--- config.mk ---
export PLATFORM = sky130hd
export DESIGN_NAME = dispense_demux_4
export DESIGN_NICKNAME = d
export VERILOG_FILES = /design/src/rtl/dispense_demux_4_pkg.sv /design/src/rtl/dispense_demux_4_timer.sv /design/src/rtl/dispense_demux_4.sv
export SDC_FILE = /design/constraint.sdc
export NUM_CORES = 1
export LEC_CHECK = 0
export CORE_MARGIN = 2
export CORE_UTILIZATION = 50
export CTS_BUF_LIST = sky130_fd_sc_hd__clkbuf_8
export DETAILED_ROUTE_END_ITERATION = 10
export PLACE_DENSITY_LB_ADDON = 0.3
export SLEW_MARGIN = 20
export SYNTH_ARGS = -nofsm -noshare
export SYNTH_HDL_FRONTEND = slang
export SYNTH_SLANG_ARGS = --single-unit
--- constraint.sdc ---
create_clock -name clk -period 2.3 [get_ports clk]
set_clock_uncertainty 0.1 [all_clocks]
set_input_delay 0.345 -clock clk [delete_from_list [all_inputs] [get_ports clk]]
set_output_delay 0.345 -clock clk [all_outputs]
set_load 0.01 [all_outputs]
--- src/rtl/dispense_demux_4_pkg.sv ---
// Shared definitions for the dispense demux and the vending controller:
// FSM state encoding, default timing, status bundle and channel decode.
package dispense_demux_4_pkg;

    localparam int unsigned DEF_PULSE_LEN = 8;
    localparam int unsigned DEF_GAP_LEN   = 4;
    localparam int unsigned DEF_CNT_W     = 8;

    localparam logic [1:0] ST_IDLE  = 2'd0;
    localparam logic [1:0] ST_PULSE = 2'd1;
    localparam logic [1:0] ST_GAP   = 2'd2;

    typedef struct packed {
        logic ack;
        logic busy;
        logic done;
        logic aborted;
    } status_t;

    // Channel index {S2,S1} to one-hot motor drive, bit n = channel n.
    function automatic logic [3:0] onehot4(input logic [1:0] idx);
        onehot4 = 4'b0001 << idx;
    endfunction

endpackage

--- src/rtl/dispense_demux_4_timer.sv ---
// dispense_timer: loadable down-counter that parks at zero; terminal-count
// flag is high whenever the count is zero.
module dispense_timer #(
    parameter int unsigned CNT_W = 8
) (
    input  logic             clk,
    input  logic             rst_n,
    input  logic             i_load,
    input  logic [CNT_W-1:0] i_load_val,
    output logic             o_tc_c
);

    logic [CNT_W-1:0] r_count;

    always_ff @(posedge clk) begin
        if (!rst_n) begin
            r_count <= '0;
        end else if (i_load) begin
            r_count <= i_load_val;
        end else if (r_count != '0) begin
            r_count <= r_count - CNT_W'(1);
        end
    end

    assign o_tc_c = (r_count == '0);

endmodule

--- src/rtl/dispense_demux_4.sv ---
// Four-channel dispense pulse generator: captures a request and channel,
// drives one motor for PULSE_LEN cycles, settles for GAP_LEN cycles.
module dispense_demux_4
    import dispense_demux_4_pkg::*;
#(
    parameter int unsigned PULSE_LEN = DEF_PULSE_LEN,
    parameter int unsigned GAP_LEN   = DEF_GAP_LEN,
    parameter int unsigned CNT_W     = DEF_CNT_W
) (
    input  logic       clk,
    input  logic       rst_n,
    input  logic       req,
    input  logic [1:0] sel,
    input  logic       abort,
    output logic [3:0] motor,
    output logic       ack,
    output logic       busy,
    output logic       done,
    output logic       aborted
);

    localparam logic [CNT_W-1:0] PULSE_LOAD = CNT_W'(PULSE_LEN - 1);
    localparam logic [CNT_W-1:0] GAP_LOAD   = (GAP_LEN == 0) ? '0 : CNT_W'(GAP_LEN - 1);

    logic [1:0]       r_state;
    logic [1:0]       r_sel;
    logic [3:0]       r_motor;
    status_t          r_status;

    logic [1:0]       w_state_nxt;
    logic [1:0]       w_sel_nxt;
    logic [3:0]       w_motor_nxt;
    status_t          w_status_nxt;
    logic             w_load;
    logic [CNT_W-1:0] w_load_val;
    logic             w_tc;

    dispense_timer #(
        .CNT_W (CNT_W)
    ) u_timer (
        .clk        (clk),
        .rst_n      (rst_n),
        .i_load     (w_load),
        .i_load_val (w_load_val),
        .o_tc_c     (w_tc)
    );

    // Next state and next registered outputs; abort outranks every other move.
    always_comb begin
        w_state_nxt  = r_state;
        w_sel_nxt    = r_sel;
        w_motor_nxt  = '0;
        w_status_nxt = '0;
        w_load       = 1'b0;
        w_load_val   = '0;
        case (r_state)
            ST_IDLE: begin
                if (req && !abort) begin
                    w_state_nxt          = ST_PULSE;
                    w_sel_nxt            = sel;
                    w_load               = 1'b1;
                    w_load_val           = PULSE_LOAD;
                    w_motor_nxt          = onehot4(sel);
                    w_status_nxt.ack     = 1'b1;
                    w_status_nxt.busy    = 1'b1;
                end
            end
            ST_PULSE: begin
                if (abort) begin
                    w_state_nxt          = ST_IDLE;
                    w_status_nxt.aborted = 1'b1;
                end else if (w_tc) begin
                    if (GAP_LEN == 0) begin
                        w_state_nxt       = ST_IDLE;
                        w_status_nxt.done = 1'b1;
                    end else begin
                        w_state_nxt       = ST_GAP;
                        w_load            = 1'b1;
                        w_load_val        = GAP_LOAD;
                        w_status_nxt.busy = 1'b1;
                    end
                end else begin
                    w_motor_nxt       = onehot4(r_sel);
                    w_status_nxt.busy = 1'b1;
                end
            end
            ST_GAP: begin
                if (abort) begin
                    w_state_nxt          = ST_IDLE;
                    w_status_nxt.aborted = 1'b1;
                end else if (w_tc) begin
                    w_state_nxt       = ST_IDLE;
                    w_status_nxt.done = 1'b1;
                end else begin
                    w_status_nxt.busy = 1'b1;
                end
            end
            default: begin
                w_state_nxt = ST_IDLE;
            end
        endcase
    end

    always_ff @(posedge clk) begin
        if (!rst_n) begin
            r_state  <= ST_IDLE;
            r_sel    <= '0;
            r_motor  <= '0;
            r_status <= '0;
        end else begin
            r_state  <= w_state_nxt;
            r_sel    <= w_sel_nxt;
            r_motor  <= w_motor_nxt;
            r_status <= w_status_nxt;
        end
    end

    assign motor   = r_motor;
    assign ack     = r_status.ack;
    assign busy    = r_status.busy;
    assign done    = r_status.done;
    assign aborted = r_status.aborted;

endmodule

==> flow_metrics.env <==
export IMPL_outcome="finished, final reports clean"
export IMPL_power_ir_vdd_worst_uv=554
export IMPL_post_cts_buffers=0
export IMPL_globalRoute_busiestLayer="met2"
export IMPL_growth_of_design_area_from_synthesis_to_finish_pct=23.6
export IMPL_seq_area_frac_synth=0.420
export IMPL_drt_total_wl_um=1860
export IMPL_power_per_cell_area_nw_per_um2=1090
export IMPL_critical_path_max_stage_delay_ns=0.44
export IMPL_number_of_clock_sinks=20
export IMPL_final_weighted_congestion_of_routability_driven_global_placement=0.851
export IMPL_ys_seq_elements=20
export IMPL_preCtsSetupSlack_ns=0.304
export IMPL_via_per_inst=5.57
export IMPL_insertedDiodeCount=0
export IMPL_dp_final_hpwl_um=1320
export IMPL_final_report_setup_violation_count=0
export IMPL_synth_edff_count=0
export IMPL_drt_first_pass_iters=4
export IMPL_syn_nets=118
export IMPL_netlist_instances=107
export IMPL_post_synth_cell_types=36
export IMPL_avgRoutedWirePerCell_um=12.7
export IMPL_cts_hold_buf=0
export IMPL_fin_worst_hold_slack_ns=0.410
export IMPL_detail_route_antenna_nets=0
export IMPL_synth_largest_type_area_fraction=0.420
export IMPL_cts_resized=0
export IMPL_postSynthAreaPerCell_um2=8.91
export IMPL_timing_max_cap_violations=0
export IMPL_grt_usage=0.192
export IMPL_async_reset_ff_frac=0
export IMPL_min_clock_period_post_route_ns=1.95
export IMPL_grt_first_pass_wirelength_um=3130
export IMPL_timing_final_crit_share=0.849
export IMPL_critical_path_peak_fanout=9
export IMPL_critical_path_slowest_cell="sky130_fd_sc_hd__o211ai_1"
export IMPL_leakagePower_nw=0.449
export IMPL_design_die_area_um2=2270
export IMPL_cts_root_buf="sky130_fd_sc_hd__clkbuf_8"
export IMPL_first_global_vias=728
export IMPL_fmaxAchievable_ghz=0.512
export IMPL_clk_pin_slew_worst_paths_ns=0.08
export IMPL_netlist_top_cells_count="sky130_fd_sc_hd__dfxtp_1 (20), sky130_fd_sc_hd__a21oi_1 (8), sky130_fd_sc_hd__inv_1 (7), sky130_fd_sc_hd__nand2_1 (7), sky130_fd_sc_hd__nor2_1 (7)"
export IMPL_fp_dieW_um=47.7
export IMPL_crit_required_ns=2.32
export IMPL_globalRoute_totalOverflow=0
export IMPL_cts_root_to_sink_buffers=2
export IMPL_setup_worst_path_class="reg2reg"
export IMPL_critical_path_endpoint_type="flip-flop"
export IMPL_mappedNetlistArea_um2=953
export IMPL_number_of_failing_hold_endpoints_at_the_final_stage=0
export IMPL_design_core_area_um2=1760
export IMPL_start_util=0.540
export IMPL_grt_met1_usage=0.271
export IMPL_min_delay_path_class="reg2reg"
export IMPL_numCtsBuffers=3
export IMPL_nets=134
export IMPL_die_height_um=47.7
export IMPL_rsz0062_at_grt="false"
export IMPL_globalRouteMet2Util=0.286
export IMPL_crit_arrival_ns=1.97
export IMPL_detail_route_drc_violations=0
export IMPL_io_buffers=13
export IMPL_timing_setup_tns_ns=0
export IMPL_htreeDepth=1
export IMPL_max_slew_margin=0.594
export IMPL_number_of_placement_rows=15
export IMPL_later_pin_clock_latency_in_the_skew_report_ns=0.25
export IMPL_synthFlopType="sky130_fd_sc_hd__dfxtp_1"
export IMPL_cp_start_kind="flip-flop"
export IMPL_initial_antenna_violation_count=0
export IMPL_post_synth_top_count_cell="sky130_fd_sc_hd__dfxtp_1"
export IMPL_clock_tree_from_tritoncts="yes"
export IMPL_floorplan_io_pins=14
export IMPL_yosysWarnings=0
export IMPL_grt_util_met3=0.0453
export IMPL_crit_chain="inv_1, ha_1, nor4b_4, nand2_4, o211ai_1, a21oi_1"
export IMPL_synth_largest_area_cell="sky130_fd_sc_hd__dfxtp_1"
export IMPL_pins_over_slew_limit=0
export IMPL_route_vias_total=819
export IMPL_finalWorstSetupSlack_ns=0.347
export IMPL_regToRegSetupSlack_ns=0.35
export IMPL_first_iter_violations=41
export IMPL_worst_pin_slew_ns=0.605
export IMPL_drive_gt1_frac=0.0656
export IMPL_synth_top_cells_by_area="sky130_fd_sc_hd__dfxtp_1 (42%), sky130_fd_sc_hd__ha_1 (6.6%), sky130_fd_sc_hd__a21oi_1 (4.2%), sky130_fd_sc_hd__o21ai_0 (3.1%), sky130_fd_sc_hd__a21boi_0 (3.1%)"
export IMPL_grt_max_degree=14
==> through the flow <==
step	power, mW	util	instances	area, um2
6_report	1.28	0.668	147	1180
4_1_cts	1.28	0.668	147	1180
3_3_place_gp	0.910	0.628	143	1110
3_5_place_dp	0.925	0.628	143	1110
2_1_floorplan	0.843	-	107	953
5_1_grt	1.37	0.668	147	1180
==> sequential cells by signal (all words and copies together), names as in the netlist <==
name             count
r_state              2
u_timer.r_count      8
ack                  1
motor                4
done                 1
busy                 1
aborted              1
r_sel                2
==> power breakdown <==
part | total (mW) | switching [mW] | leakage [nW] | internal [mW]
clock | 0.350 | 0.118 | 0.0357 | 0.232
combinational | 0.452 | 0.255 | 0.250 | 0.196
sequential | 0.482 | 0.0725 | 0.163 | 0.410
total | 1.28 | 0.446 | 0.449 | 0.838
==> cells by family (layout without fill, tap and decap cells) <==
kind of cell | Yosys count | after routing | share of synthesized area
DFF | 20 | 20 | 0.420
AOI/OAI and AO/OA | 26 | 26 | 0.171
buffers and inverters | 10 | 25 | 0.0433
adders and majority gates | 5 | 5 | 0.0656
and+or+nand+nor | 45 | 45 | 0.290
muxes | 1 | 1 | 0.0105
==> layer usage <==
layer / wire (um) / part of all wire / vias up
met3: 104 / 0.056 / 4
li1: - / - / 414
met2: 837 / 0.45 / 31
met5: 0 / 0 / -
met1: 902 / 0.48 / 370
met4: 18 / 0.0097 / 0
==> path summary, 6_finish.rpt <==
path	startpoint	depth (start not counted)	endpoint
max	u_timer.r_count[0]	6	u_timer.r_count[4]
min	u_timer.r_count[7]	2	u_timer.r_count[6]
max reg2reg	u_timer.r_count[0]	6	u_timer.r_count[4]
min reg2reg	u_timer.r_count[7]	2	u_timer.r_count[6]
==> layout make-up <==
type	instances	area [um2]
clock inverter	1	30.0
tap	25	31.3
clock buffer	3	41.3
fill	144	586
timing repair buffer	14	138
sequential	20	400
inverter	7	26.3
multi-input combinational	77	512
==> worst max-delay path: cells and delay by family, from the launching register on <==
family	cells	cell delay [ns]
adders and majority gates	1	0.22
DFF	1	0.32
and+or+nand+nor	2	0.54
AOI/OAI and AO/OA	2	0.54
buffers and inverters	1	0.10
==> layout by cell type (no fill, tap or decap) <==
| master | instances |
|---|---|
| sky130_fd_sc_hd__or3_1 | 2 |
| sky130_fd_sc_hd__nor4_1 | 1 |
| sky130_fd_sc_hd__nand3b_1 | 1 |
| sky130_fd_sc_hd__a211oi_1 | 1 |
| sky130_fd_sc_hd__o311a_1 | 1 |
| sky130_fd_sc_hd__nor3b_1 | 2 |
| sky130_fd_sc_hd__or4_1 | 2 |
| sky130_fd_sc_hd__nand4_1 | 3 |
| sky130_fd_sc_hd__o31a_1 | 1 |
| sky130_fd_sc_hd__a21oi_1 | 8 |
| sky130_fd_sc_hd__dfxtp_1 | 20 |
| sky130_fd_sc_hd__nand3_1 | 3 |
| sky130_fd_sc_hd__buf_4 | 1 |
| sky130_fd_sc_hd__nor2b_1 | 3 |
| sky130_fd_sc_hd__o211ai_1 | 1 |
| sky130_fd_sc_hd__a21boi_0 | 4 |
| sky130_fd_sc_hd__nor3_1 | 2 |
| sky130_fd_sc_hd__and3_1 | 3 |
| sky130_fd_sc_hd__and2_1 | 2 |
| sky130_fd_sc_hd__clkdlybuf4s50_1 | 13 |
| sky130_fd_sc_hd__nand2b_1 | 1 |
| sky130_fd_sc_hd__mux2i_1 | 1 |
| sky130_fd_sc_hd__nor2_1 | 7 |
| sky130_fd_sc_hd__inv_1 | 7 |
| sky130_fd_sc_hd__clkbuf_8 | 3 |
| sky130_fd_sc_hd__a21boi_1 | 1 |
| sky130_fd_sc_hd__bufinv_16 | 1 |
| sky130_fd_sc_hd__and3b_1 | 1 |
| sky130_fd_sc_hd__nand4b_1 | 2 |
| sky130_fd_sc_hd__o31ai_1 | 1 |
| sky130_fd_sc_hd__a31oi_1 | 1 |
| sky130_fd_sc_hd__nand2_4 | 1 |
| sky130_fd_sc_hd__ha_1 | 5 |
| sky130_fd_sc_hd__nor4b_4 | 1 |
| sky130_fd_sc_hd__nand2_1 | 7 |
| sky130_fd_sc_hd__or2_2 | 1 |
| sky130_fd_sc_hd__o21ai_0 | 6 |
| sky130_fd_sc_hd__o21bai_1 | 1 |
Power figures use the tool's default switching activity.
